===== src/rtl/respondedor_de_bus.sv =====
// rtl/respondedor_de_bus.sv - bus responder serving RAM, output ports, input port and access counter
module respondedor_de_bus #(
    parameter int WAIT_CYCLES = 1               // wait states between capture and acknowledge, 0..15
) (
    input  logic       clk,                     // system clock
    input  logic       rst,                     // synchronous active-high reset
    input  logic       i_Req,                   // transfer request, held until o_Ack
    input  logic [7:0] i_Addressdata,           // transfer address
    input  logic [7:0] i_Dataout,               // write data
    input  logic       i_ReadWrite,             // 1 = write, 0 = read
    input  logic [7:0] i_Port_In,               // asynchronous board input pins
    output logic       o_Ack,                   // one-cycle acknowledge
    output logic [7:0] o_Datain,                // read data, valid with o_Ack
    output logic       o_Err,                   // error flag, valid with o_Ack
    output logic [7:0] o_Port_A,                // output port A register
    output logic [7:0] o_Port_B                 // output port B register
);

    typedef enum logic [1:0] {ST_IDLE, ST_WAIT, ST_ACK, ST_REL} state_t;

    state_t     state, state_nxt;
    logic [7:0] addr_q, data_q;
    logic       rw_q;
    logic [3:0] wait_cnt;
    logic [7:0] ram [16];
    logic [7:0] sync1, sync2;
    logic [7:0] acc_cnt;

    logic       is_ram, is_port, mapped, read_only, access_err, finish;
    logic [7:0] rd_data;

    // Decode of the latched transfer; only consulted on the WAIT->ACK edge.
    always_comb begin
        is_ram     = (addr_q[7:4] == 4'h0);
        is_port    = (addr_q[7:2] == 6'b100000);
        mapped     = is_ram || is_port;
        read_only  = is_port && addr_q[1];
        access_err = !mapped || (rw_q && read_only);
        finish     = (state == ST_WAIT) && (wait_cnt == 4'd0);
        rd_data    = 8'h00;
        if (is_ram) begin
            rd_data = ram[addr_q[3:0]];
        end else if (is_port) begin
            case (addr_q[1:0])
                2'd0:    rd_data = o_Port_A;
                2'd1:    rd_data = o_Port_B;
                2'd2:    rd_data = sync2;
                default: rd_data = acc_cnt;
            endcase
        end
    end

    always_comb begin
        state_nxt = state;
        o_Ack     = 1'b0;
        case (state)
            ST_IDLE: if (i_Req) state_nxt = ST_WAIT;
            ST_WAIT: if (wait_cnt == 4'd0) state_nxt = ST_ACK;
            ST_ACK: begin
                o_Ack     = 1'b1;
                state_nxt = ST_REL;
            end
            default: if (!i_Req) state_nxt = ST_IDLE;
        endcase
    end

    // Reset lands in REL so a request left high across reset must be released first.
    always_ff @(posedge clk) begin
        if (rst) state <= ST_REL;
        else     state <= state_nxt;
    end

    always_ff @(posedge clk) begin
        if (rst) begin
            addr_q   <= 8'h00;
            data_q   <= 8'h00;
            rw_q     <= 1'b0;
            wait_cnt <= 4'd0;
            sync1    <= 8'h00;
            sync2    <= 8'h00;
            acc_cnt  <= 8'h00;
            o_Datain <= 8'h00;
            o_Err    <= 1'b0;
            o_Port_A <= 8'h00;
            o_Port_B <= 8'h00;
            for (int i = 0; i < 16; i++) ram[i] <= 8'h00;
        end else begin
            sync1 <= i_Port_In;
            sync2 <= sync1;
            if (state == ST_IDLE && i_Req) begin
                addr_q   <= i_Addressdata;
                data_q   <= i_Dataout;
                rw_q     <= i_ReadWrite;
                wait_cnt <= 4'(WAIT_CYCLES);
            end
            if (state == ST_WAIT && wait_cnt != 4'd0) wait_cnt <= wait_cnt - 4'd1;
            if (finish) begin
                // A read of the counter returns acc_cnt before this increment.
                o_Datain <= rd_data;
                o_Err    <= access_err;
                if (!access_err) acc_cnt <= acc_cnt + 8'd1;
                if (rw_q && !access_err) begin
                    if (is_ram)                    ram[addr_q[3:0]] <= data_q;
                    else if (addr_q[1:0] == 2'd0)  o_Port_A         <= data_q;
                    else                           o_Port_B         <= data_q;
                end
            end
        end
    end

endmodule


===== config.mk =====
export PLATFORM = sky130hd
export DESIGN_NAME = respondedor_de_bus
export DESIGN_NICKNAME = d
export VERILOG_FILES = /design/src/rtl/respondedor_de_bus.sv
export SDC_FILE = /design/constraint.sdc
export NUM_CORES = 1
export LEC_CHECK = 0
export BUFFER_PORTS_ARGS = -buffer_cell sky130_fd_sc_hd__buf_2
export CAP_MARGIN = 30
export CORE_MARGIN = 2
export CORE_UTILIZATION = 36
export DETAILED_ROUTE_END_ITERATION = 8
export PLACE_DENSITY = 0.61
export SLEW_MARGIN = 20
export SYNTH_ARGS = -nofsm -noshare
export SYNTH_HDL_FRONTEND = slang
export SYNTH_SLANG_ARGS = --single-unit
export TNS_END_PERCENT = 20

===== constraint.sdc =====
create_clock -name clk -period 3.3 [get_ports clk]
set_clock_uncertainty 0.05 [all_clocks]
set_input_delay 0.33 -clock clk [delete_from_list [all_inputs] [get_ports clk]]
set_output_delay 0.33 -clock clk [all_outputs]
set_load 0.01 [all_outputs]

* Word level (Yosys, flattened, before mapping)
Memories as Yosys holds them, arrays and structs flattened. A register that Yosys moved wholly into a read port is not among the register bits. Index checks and enable logic that the tools add are counted.
Storage, ports and cells: flip-flop bits (word level) 72, memory bits (writable) 128, input bits 28, output and inout bits 26, word-level logic and storage cells 69, memories kept 1
Memory list:
- ram | depth 16, bits a word 8, read ports 1, clocked after memory_dff 1, wr ports 16, line 25 | logic [7:0] ram [16];
Operators by class: $add $sub $neg 2, eq/ne operators 8, multiplexer cells 22, bitwise logic cells 3, reduce and logical (&&, ||, !) cells 21
Operators with widths (count):
- 2-to-1 mux 8 bit | 3
- one-hot mux 8 bit (3 select lines) | 1
- 2-to-1 mux 4 bit | 5
- 2-to-1 mux 1 bit | 9
- adder 8 x 1 -> 8 bit, second input constant | 1
- zero test 4 bit | 2
- AND reduction 4 bit | 2
- OR reduction 8 bit | 1
- equality test 6 bit, second input constant | 1
- logical AND 1 bit | 6
- 2-to-1 mux 2 bit | 3
- one-hot mux 2 bit (3 select lines) | 1
- equality test 2 x 1 -> 1 bit, second input constant | 2
- equality test 2 bit, second input constant | 2
- zero test 2 bit | 2
- inequality test 2 bit, second input constant | 2
- inequality test 4 x 1 -> 1 bit, second input constant | 1
- nonzero test 4 bit | 1
- subtractor 4 x 1 -> 4 bit, second input constant | 1
- NOT 1 bit | 3
- AND reduction 3 bit | 1
- zero test 1 bit | 2
- logical OR 1 bit | 2
- AND reduction 2 bit | 1
- nonzero test 2 bit | 1

* Longest topological paths before layout
Gate-level depths: netlist (run 1).
word-level depth 12, depth in mapped cells 8, depth with buffers taken out 6

* Worst setup path before layout (run 1)
OpenSTA, ideal clock, no wires.
path kind reg2reg, from register state[1], to memory ram[14][0] (enable), setup time 0.375 ns, arrival time 1.884 ns, data required time 2.875 ns, setup slack 0.991 ns, stages on the path, launching flop included 8, buffers on the path 1, period minus slack after synthesis 2.309 ns, path through dfxtp_1 inv_1 ha_1 and4bb_1 nand3_2 or3_1 buf_2 o21bai_1
RTL lines:
- start: declaration | line 21 | state_t state, state_nxt;
- start signal: assignment | line 70 | else state <= state_nxt;
- end: declaration | line 25

==> impl_metrics.tcl, run 1 <==
set metrics [dict create \
    status "completed" \
    critical_path.most_common_cell "buf_4" \
    worst_slew_pin_slew_ns 0.8988 \
    grt_pass1_vias 5652 \
    cts.clk_slew.worst_paths_ns 0.06 \
    timing.fmax_mhz 362.9 \
    setup_tns_ns 0 \
    setup_violations 0 \
    post_cts_buffers 0 \
    grt_first_pass_wirelength_um 34090 \
    cp.arrival_ns 2.90 \
    die_x_um 161.2 \
    cts_buffers 21 \
    io-pin-count 54 \
    peakVddDrop_mv 0.2791 \
    drc_errors 0 \
    syn_nets 758 \
    grt_max_degree 89 \
    hold_slack_ns 0.02018 \
    syn_area_per_cell_um2 12.28 \
    design.die.area_um2 26000 \
    synthFlopType "edfxtp_1" \
    p_leak_nw 3.765 \
    port_buffers 53 \
    layout-drive-gt1-share 0.1943 \
    synth_warnings 0 \
    dpl.hpwl_um 16080 \
    min_period_over_period 0.8349 \
    clockBufferDepth 3 \
    cp_data_required_time_ns 3.45 \
    hold_viol_final 0 \
    yosys.area_share.simple 0.1546 \
    synth_mux_area_frac 0.1459 \
    synthArstFlopShare 0 \
    endpoint_kind "register" \
    clockRootBuffer "clkbuf_16" \
    synth-compound-area-share 0.05693 \
    synth_edf_count 128 \
    ant_nets 0 \
    clk_latency_ns 0.50 \
    synthXorXnorAreaFrac 0.001968 \
    ff2ff_setup_slack_ns 0.54 \
    power.density_nw_per_um2 568.8 \
    max_stage_delay_ns 0.53 \
    htreeDepth 1 \
    ys_types 51 \
    hold_class "in -> reg" \
    wl_per_cell_um 20.21 \
    synth_fa_ha_area_frac 0.007028 \
    die_y_um 161.2 \
    antenna_found_initial 0 \
    vias 5897 \
    cts_sinks 204 \
    drv_cap 0 \
    startpoint_type "register" \
    drtIter0Drc 624 \
    gp_congestion 0.8455 \
    synth_seq_area_share 0.6028 \
    syn_area_um2 8901 \
    drt_wl_total_um 22780 \
    criticalPathCategory "reg -> reg" \
    start_util 0.3660 \
    final_nets 822 \
    drtPass1Iterations 5 \
    grt_usage 0.1753 \
    relSlewSlack 0.4008 \
    vias_per_cell 5.232 \
    tritoncts "built" \
    cp_cell_sequence "inv_1 > ha_1 > and4bb_1 > buf_4 > nand4_1 > o21bai_1 > buf_4" \
    crit_slowest_cell "nand4_1" \
    synth_top_family_by_area "simple AND/OR/NAND/NOR gates" \
    cp_max_fo 18 \
    period_needed_ns 2.755 \
    ys_ff_latch 204 \
    overflow 0 \
    n_antenna_cell 0 \
    slew_violations 0 \
    rows 57 \
    rsz0062_at_grt "false" \
    synthCells 725 \
    coreArea_um2 24320 \
    syn2layout_area_growth_pct 16.15 \
]
[area by class of cell]
cell class | count | area (µm²)
clock inverters | 11 | 152.6
fillers | 2293 | 13980
inverters | 8 | 30.03
well taps | 324 | 405.4
flip-flops and latches | 204 | 5366
clock buffers | 26 | 544.3
repair buffers | 90 | 578.1
multi-input cells | 464 | 3262
[cells by family after synthesis]
kind of cell | Yosys count
and+or+nand+nor | 308
AOI/OAI and AO/OA | 77
xor gates and xnor gates | 2
buffers and inverters | 57
muxes | 72
DFF | 204
adders and majority gates | 5
[registers in the layout (all words and copies together) (netlist names), named ones only]
register and count:
ram 128, acc_cnt 8, addr_q 8, data_q 8, o_Datain 8, o_Port_A 8
o_Port_B 8, sync1 8, sync2 8, wait_cnt 4, state 2, o_Err 1
rw_q 1
[report_power, final]
part	internal (W)	leakage [nW]	switching, W
Sequential	0.00281	1.94	0.0000789
Combinational	0.000233	1.48	0.000318
Clock	0.00148	0.344	0.000955
[worst max-delay path, delay by kind of cell, from the launching register on]
| family | cells | cell delay [ns] |
|---|---|---|
| and+or+nand+nor | 2 | 0.85 |
| DFF | 1 | 0.32 |
| AOI/OAI and AO/OA | 1 | 0.40 |
| adders and majority gates | 1 | 0.27 |
| buffers and inverters | 3 | 0.55 |
[layout by cell type (no fill, tap or decap), drive strengths merged, types with 5 or more instances in the layout]
cell / Yosys / final
mux2i: 24 / 24
nor2b: 18 / 18
clkinv: 0 / 7
mux4: 40 / 40
dfxtp: 76 / 76
buf: 27 / 84
nor2: 159 / 159
nand3: 5 / 5
nand4: 13 / 13
edfxtp: 128 / 128
a211o: 9 / 9
clkbuf: 22 / 26
o21bai: 17 / 17
mux2: 8 / 8
inv: 8 / 8
nand2: 83 / 83
a21oi: 34 / 34
dlygate4sd3: 0 / 6
ha: 5 / 5
[timing repair]
item,in CTS,in global routing
gates resized for setup,0,0
hold buffers,6,0
endpoints found under the hold margin,6,0
[metrics by stage]
stage / util / instance area [µm²] / total power (W) / worst slack (ns) / std cells
6_report: 0.4251 / 10340 / 0.005881 / 0.5447 / 1127
4_1_cts: 0.4245 / 10320 / 0.005919 / 0.5635 / 1126
5_1_grt: 0.4251 / 10340 / 0.006087 / 0.3592 / 1127
2_1_floorplan: - / 8901 / 0.003310 / 0.9913 / 725
3_5_place_dp: 0.3934 / 9567 / 0.003495 / 0.5975 / 1083
3_3_place_gp: 0.3934 / 9567 / 0.003486 / 0.6608 / 1083
[routing by layer]
layer	up-vias	global-route usage	routed length, µm
met5	-	0	0
met4	0	0.05682	591
met3	38	0.02696	1714
met2	220	0.2819	10590
met1	2887	0.2448	9887
li1	2752	-	-
[worst paths after layout]
| kind | from | end | cells past startpoint |
|---|---|---|---|
| max | state[1] | ram[8][6] | 7 |
| min | i_Dataout[3] | data_q[3] | 3 |
| max reg2reg | state[1] | ram[8][6] | 7 |
| min reg2reg | sync1[2] | sync2[2] | 1 |
[synth_stat cells, types with 2 or more instances]
| cell | instances | share of area |
|---|---|---|
| mux2i_1 | 24 | 0.027 |
| nand2b_1 | 4 | 0.0028 |
| o21bai_1 | 17 | 0.014 |
| nand4_1 | 11 | 0.0077 |
| a21o_1 | 2 | 0.0017 |
| nor2b_1 | 18 | 0.013 |
| inv_1 | 8 | 0.0034 |
| buf_6 | 5 | 0.0063 |
| and2_1 | 2 | 0.0014 |
| nand2_1 | 83 | 0.035 |
| mux4_1 | 18 | 0.053 |
| dfxtp_1 | 76 | 0.17 |
| nand4_2 | 2 | 0.0028 |
| ha_1 | 5 | 0.0070 |
| o31ai_1 | 4 | 0.0034 |
| nor2_1 | 159 | 0.067 |
| and3_1 | 4 | 0.0028 |
| nand3_1 | 3 | 0.0017 |
| or3_1 | 4 | 0.0028 |
| or4_1 | 4 | 0.0034 |
| edfxtp_1 | 128 | 0.43 |
| mux2_2 | 8 | 0.010 |
| a211o_1 | 9 | 0.0089 |
| o21ai_0 | 3 | 0.0017 |
| clkbuf_1 | 22 | 0.0093 |
| a21oi_1 | 34 | 0.019 |
| mux4_2 | 22 | 0.056 |
| buf_1 | 6 | 0.0025 |
| nor3_1 | 2 | 0.0011 |
| nand3_2 | 2 | 0.0022 |
| or2_2 | 2 | 0.0014 |
| buf_2 | 15 | 0.0084 |
Note: power is estimated with default switching activity, not from simulation.
==> run 2, diff against run 1 <==
--- a/config.mk
+++ b/config.mk
@@ -5,12 +5,13 @@
 export SDC_FILE = /design/constraint.sdc
 export NUM_CORES = 1
 export LEC_CHECK = 0
+export ABC_AREA = 1
 export BUFFER_PORTS_ARGS = -buffer_cell sky130_fd_sc_hd__buf_2
 export CAP_MARGIN = 30
 export CORE_MARGIN = 2
 export CORE_UTILIZATION = 36
 export DETAILED_ROUTE_END_ITERATION = 8
-export PLACE_DENSITY = 0.61
+export PLACE_DENSITY = 0.63
 export SLEW_MARGIN = 20
 export SYNTH_ARGS = -nofsm -noshare
 export SYNTH_HDL_FRONTEND = slang
==> constraint.sdc (replaced) <==
create_clock -name clk -period 2.5 [get_ports clk]
set_clock_uncertainty 0.05 [all_clocks]
set_input_delay 0.25 -clock clk [delete_from_list [all_inputs] [get_ports clk]]
set_output_delay 0.25 -clock clk [all_outputs]
set_load 0.01 [all_outputs]
==> run 2 against run 1 <==
Against the previous run: sequential share of layout area is 1.1 points lower; wire length rose by 4.1%; fmax is 21% higher; combinational power increased to 3.0 times the previous value; hold slack worse by 0.0084 ns; synthesized cell count grew 37%; cell count increased by 25%; highest routed layer unchanged.
==> impl_metrics.tcl, run 2 <==
set metrics [dict create \
    port_buffers 53 \
    place_ws_ns 0.2056 \
    regMostFlops "ram" \
    dpl.hpwl_um 16440 \
    syn2layout_area_growth_pct 17.24 \
    syn_area_um2 9007 \
    ys_top_cells_by_area "edfxtp_1, dfxtp_1, nand2_1" \
    synthCells 995 \
    worstHoldStart "i_Dataout[5]" \
    criticalPathCategory "reg -> reg" \
    setup_tns_ns 0 \
    p_leak_nw 4.162 \
    hold_viol_final 0 \
    drtPass1Iterations 5 \
    wl_per_cell_um 16.85 \
    use_met1 0.2479 \
    crit_slowest_cell "dfxtp_1" \
    setup_violations 0 \
    met2_usage 0.3025 \
    gp_congestion 0.9300 \
    design.die.area_um2 26300 \
    antenna_found_initial 0 \
    cp_cell_sequence "inv_1 > ha_1 > inv_1 > nor2_2 > nand3_1 > inv_2 > nand4_4 > inv_2 > nand2_4 > nor2_8 > nand2_4 > nand2_1" \
    timing.fmax_mhz 437.8 \
    drt_wl_total_um 23710 \
    syn_nets 1028 \
    ys_ff_latch 204 \
    synth_edf_count 128 \
    rows 57 \
    synth_seq_area_share 0.5956 \
    synth_common_cells "nand2_1, nor2_1, nand3_1, edfxtp_1, dfxtp_1" \
    status "completed" \
    multiInputGateArea_um2 3177 \
    relSlewSlack 0.4782 \
    worst_slack_ns 0.2157 \
    die_x_um 162.2 \
    die_y_um 162.2 \
    grt_max_degree 65 \
    rsz0062_at_grt "false" \
    coreArea_um2 24460 \
    peakVddDrop_mv 0.4606 \
    htreeDepth 1 \
    synth_top_area_share 0.4267 \
    synthArstFlopShare 0 \
    endpoint_kind "register" \
    grtUsageMet3 0.02400 \
    synth_most_common_cell "nand2_1" \
    vias 7087 \
    synth_warnings 0 \
    grt_usage 0.1801 \
    synth_top_area_cell "edfxtp_1" \
    hold_slack_ns 0.01173 \
    clockBufferDepth 3 \
    grt_most_used_layer "met2" \
    power.density_nw_per_um2 817.4 \
    cts.clk_slew.worst_paths_ns 0.06 \
    syn_area_per_cell_um2 9.053 \
    cp_max_fo 9 \
    layout-drive-gt1-share 0.1450 \
    critPathBufInv 4 \
    overflow 0 \
    cp_data_required_time_ns 2.61 \
    clockRootBuffer "clkbuf_16" \
    clk_latency_ns 0.50 \
    grt_first_pass_wirelength_um 37000 \
    seqCellArea_um2 5366 \
    start_util 0.3682 \
    max_stage_delay_ns 0.29 \
    final_cell_mix "nand2_1, nor2_1, nand3_1, edfxtp_1, dfxtp_1" \
    critPathTopFamily "simple AND/OR/NAND/NOR gates" \
    drtIter0Drc 604 \
    reg2reg_from "wait_cnt[0]" \
    cts_buffers 21 \
    grt_pass1_vias 6754 \
    worst_slew_pin_slew_ns 0.7779 \
    min_period_over_period 0.9137 \
    ant_nets 0 \
    drv_cap 0 \
    cts_sinks 204 \
    synthFlopType "edfxtp_1" \
    tritoncts "built" \
    post_cts_buffers 0 \
    hold_class "in -> reg" \
    drc_errors 0 \
    fillers 2353 \
    io-pin-count 54 \
    ys_types 31 \
    cp.arrival_ns 2.39 \
    final_nets 1101 \
    n_antenna_cell 0 \
    vias_per_cell 5.037 \
    largest_reg_flops 128 \
    startpoint_type "register" \
    slew_violations 0 \
    critPathLaunch "wait_cnt[0]" \
    final_common_cell "nand2_1" \
    period_needed_ns 2.284 \
]
-- run 2: worst min-delay path: stages --
cell and delay, ns:
buf_2 0.08, o21ai_0 0.08, a21oi_1 0.12
-- run 2: logic make-up (layout without fill, tap and decap cells) --
logic type / Yosys count / in the layout / share of synthesized area
flops: 204 / 204 / 0.5956
compound gates: 109 / 109 / 0.06154
simple gates: 554 / 554 / 0.2781
buf+inv: 117 / 205 / 0.05195
fa+ha+maj: 5 / 5 / 0.006945
xor+xnor: 6 / 6 / 0.005834
-- run 2: worst paths after layout --
check	end	slack [ns]	cells past startpoint
max	ram[5][3]	0.22	12
min	data_q[5]	0.01	3
max reg2reg	ram[5][3]	0.22	12
min reg2reg	sync2[6]	0.35	2
-- run 2: routing by layer --
metal	vias to the layer above	wire length, µm	part of all wire
li1	3468	-	-
met1	3340	10240	0.43
met2	257	11420	0.48
met3	22	1647	0.069
met4	0	407	0.017
met5	-	0	0
-- run 2: repair_timing --
action | in CTS | in global routing
hold buffers | 16 | 0
resized for setup | 0 | 1
setup endpoints to repair | 0 | 8
endpoints found under the hold margin | 16 | 0
-- run 2: where the power goes --
part           switching [W]  internal [W]
combinational        0.00115      0.000484
clock                0.00125       0.00180
sequential          0.000146       0.00380
-- run 2: stage by stage --
stage,utilization,instance area (µm²),power [W],std cells
detailed placement,0.3975,9724,0.005629,1353
global route,0.4317,10560,0.009000,1407
finish,0.4317,10560,0.008632,1407
floorplan,-,9007,0.005043,995
CTS,0.4316,10560,0.008682,1407
global placement,0.3975,9724,0.005605,1353
-- run 2: final cells by class --
class | count | share of cell area
Inverter | 63 | 0.02251
Multi-Input combinational cell | 674 | 0.3008
Sequential cell | 204 | 0.5082
Clock inverter | 7 | 0.005687
Timing Repair Buffer | 104 | 0.06635
Tap cell | 324 | 0.03839
Clock buffer | 31 | 0.05806
==> run 3, diff against run 2 <==
--- a/config.mk
+++ b/config.mk
@@ -12,6 +12,7 @@
 export CORE_UTILIZATION = 36
 export DETAILED_ROUTE_END_ITERATION = 8
 export PLACE_DENSITY = 0.63
+export REMOVE_ABC_BUFFERS = 1
 export SLEW_MARGIN = 20
 export SYNTH_ARGS = -nofsm -noshare
 export SYNTH_HDL_FRONTEND = slang
==> run 3 against run 2 <==
Against the previous run: sequential power hardly changed; die area stayed put; first-iteration DRC count is 5.5% higher; wire length is 0.30% lower; non-clock buffer count is 5 lower; combinational power hardly changed; global-route usage is 0.067 points lower; hold slack hardly changed; largest power group unchanged.
==> impl_metrics.tcl, run 3 (synthesis gave the netlist of run 2 again) <==
set metrics [dict create \
    status "completed" \
    drc_errors 0 \
    clockBufferDepth 3 \
    grt_first_pass_wirelength_um 37120 \
    relSlewSlack 0.4496 \
    cts_sinks 204 \
    rsz0062_at_grt "false" \
    final_nets 1097 \
    startpoint_type "register" \
    layout-drive-gt1-share 0.1426 \
    vias 7069 \
    drtIter0Drc 637 \
    vias_per_cell 5.035 \
    gp_congestion 0.8986 \
    dpl.hpwl_um 15430 \
    drtPass1Iterations 5 \
    power.density_nw_per_um2 836.0 \
    criticalPathCategory "reg -> reg" \
    grtUsageMet3 0.02860 \
    die_x_um 162.2 \
    hold_viol_final 0 \
    rows 57 \
    final_common_cell "nand2_1" \
    combPwrFrac 0.189 \
    use_met1 0.2399 \
    period_needed_ns 2.275 \
    drv_cap 0 \
    io-pin-count 54 \
    cp_data_required_time_ns 2.61 \
    port_buffers 53 \
    tritoncts "built" \
    slew_violations 0 \
    seq_power_share 0.445 \
    drt_wl_total_um 23640 \
    n_antenna_cell 0 \
    start_util 0.3682 \
    cp.arrival_ns 2.39 \
    coreArea_um2 24460 \
    htreeDepth 1 \
    endpoint_kind "register" \
    peakVddDrop_mv 0.5247 \
    cts_buffers 22 \
    ant_nets 0 \
    regMostFlops "ram" \
    design.die.area_um2 26300 \
    p_int_w 0.006234 \
    grt_most_used_layer "met2" \
    antenna_found_initial 0 \
    worst_slew_pin_slew_ns 0.8205 \
    hold_slack_ns 0.01144 \
    grt_pass1_vias 6928 \
    power_frac_clock 0.366 \
    wl_per_cell_um 16.84 \
    overflow 0 \
    die_y_um 162.2 \
    met2_usage 0.3035 \
    p_leak_nw 4.163 \
    min_period_over_period 0.9098 \
    cp_max_fo 9 \
    p_switching_w 0.002617 \
    switching_share 0.2957 \
    final_cell_mix "nand2_1, nor2_1, nand3_1, edfxtp_1, dfxtp_1" \
    setup_violations 0 \
    timing.fmax_mhz 439.6 \
    cts.clk_slew.worst_paths_ns 0.06 \
    grt_usage 0.1794 \
    grt_max_degree 65 \
    syn2layout_area_growth_pct 17.54 \
    clk_latency_ns 0.50 \
    setup_tns_ns 0 \
    clockRootBuffer "clkbuf_16" \
    post_cts_resized 0 \
    hold_class "in -> reg" \
    largest_reg_flops 128 \
]
==> run 3: cell count changes in the layout (fill, tap and decap cells not counted) <==
cell / previous run / this run
buf_8: 0 / 1
clkinv_1: 11 / 12
buf_12: 1 / 2
nand2_1: 207 / 208
clkbuf_16: 21 / 23
dlygate4sd3_1: 16 / 15
clkinvlp_4: 0 / 2
bufinv_16: 1 / 2
buf_4: 34 / 28
clkbuf_8: 5 / 2
nand2_2: 6 / 5
clkinv_2: 3 / 4
clkbuf_1: 5 / 4
inv_6: 1 / 0
==> run 3: per-stage QoR <==
step / cell area [µm²] / instances / setup slack [ns] / utilization / total power, W
2_1_floorplan: 8777 / 941 / -0.1815 / - / 0.004946
3_3_place_gp: 9699 / 1348 / 0.3307 / 0.3965 / 0.005622
3_5_place_dp: 9714 / 1349 / 0.2323 / 0.3971 / 0.005649
4_1_cts: 10590 / 1404 / 0.2212 / 0.4328 / 0.008883
5_1_grt: 10590 / 1404 / 0.03280 / 0.4328 / 0.009212
6_report: 10590 / 1404 / 0.2254 / 0.4328 / 0.008851
==> run 3: routing by layer <==
metal  part of all wire  vias to the layer above  wire, µm
met5                  0                        -         0
met4              0.019                        0       451
met1               0.43                     3311     10280
met2               0.48                      257     11320
li1                   -                     3463         -
met3              0.067                       38      1593
==> run 3: area by class of cell <==
cell class              count  area (µm²)
flip-flops and latches    204        5366
repair buffers             99       680.7
clock inverters            11       105.1
multi-input cells         674        3174
well taps                 324       405.4
clock buffers              29       618.1
inverters                  63       237.7
fillers                  2326       13870
==> run 3: final timing paths <==
check | startpoint | endpoint | slack [ns] | cells past startpoint
setup / recovery | wait_cnt[0] | ram[12][1] | 0.23 | 12
hold / removal | i_Dataout[7] | data_q[7] | 0.01 | 3
setup reg to reg | wait_cnt[0] | ram[12][1] | 0.23 | 12
hold reg to reg | sync1[0] | sync2[0] | 0.35 | 2
==> run 3: critical path: stages (launching register included) <==
cell and delay [ns]:
dfxtp_1 0.29, inv_1 0.10, ha_1 0.18, inv_1 0.05
nor2_2 0.11, nand3_1 0.12, inv_2 0.10, nand4_4 0.12
inv_2 0.10, nand2_4 0.08, nor2_8 0.20, nand2_4 0.11
nand2_1 0.31
==> run 3: power groups by stage <==
stage / clock (W) / combinational [W] / sequential, W
2_1_floorplan: 0 / 0.000901 / 0.00405
3_3_place_gp: 0 / 0.00161 / 0.00401
3_5_place_dp: 0 / 0.00164 / 0.00401
4_1_cts: 0.00328 / 0.00166 / 0.00394
5_1_grt: 0.00341 / 0.00183 / 0.00397
6_report: 0.00324 / 0.00167 / 0.00394
==> run 3: what timing repair did <==
item                                    4_1_cts  5_1_grt
endpoints found under the setup margin        0        0
buffers inserted                              0        0
hold endpoints to repair                     15        0
hold buffers                                 15        0
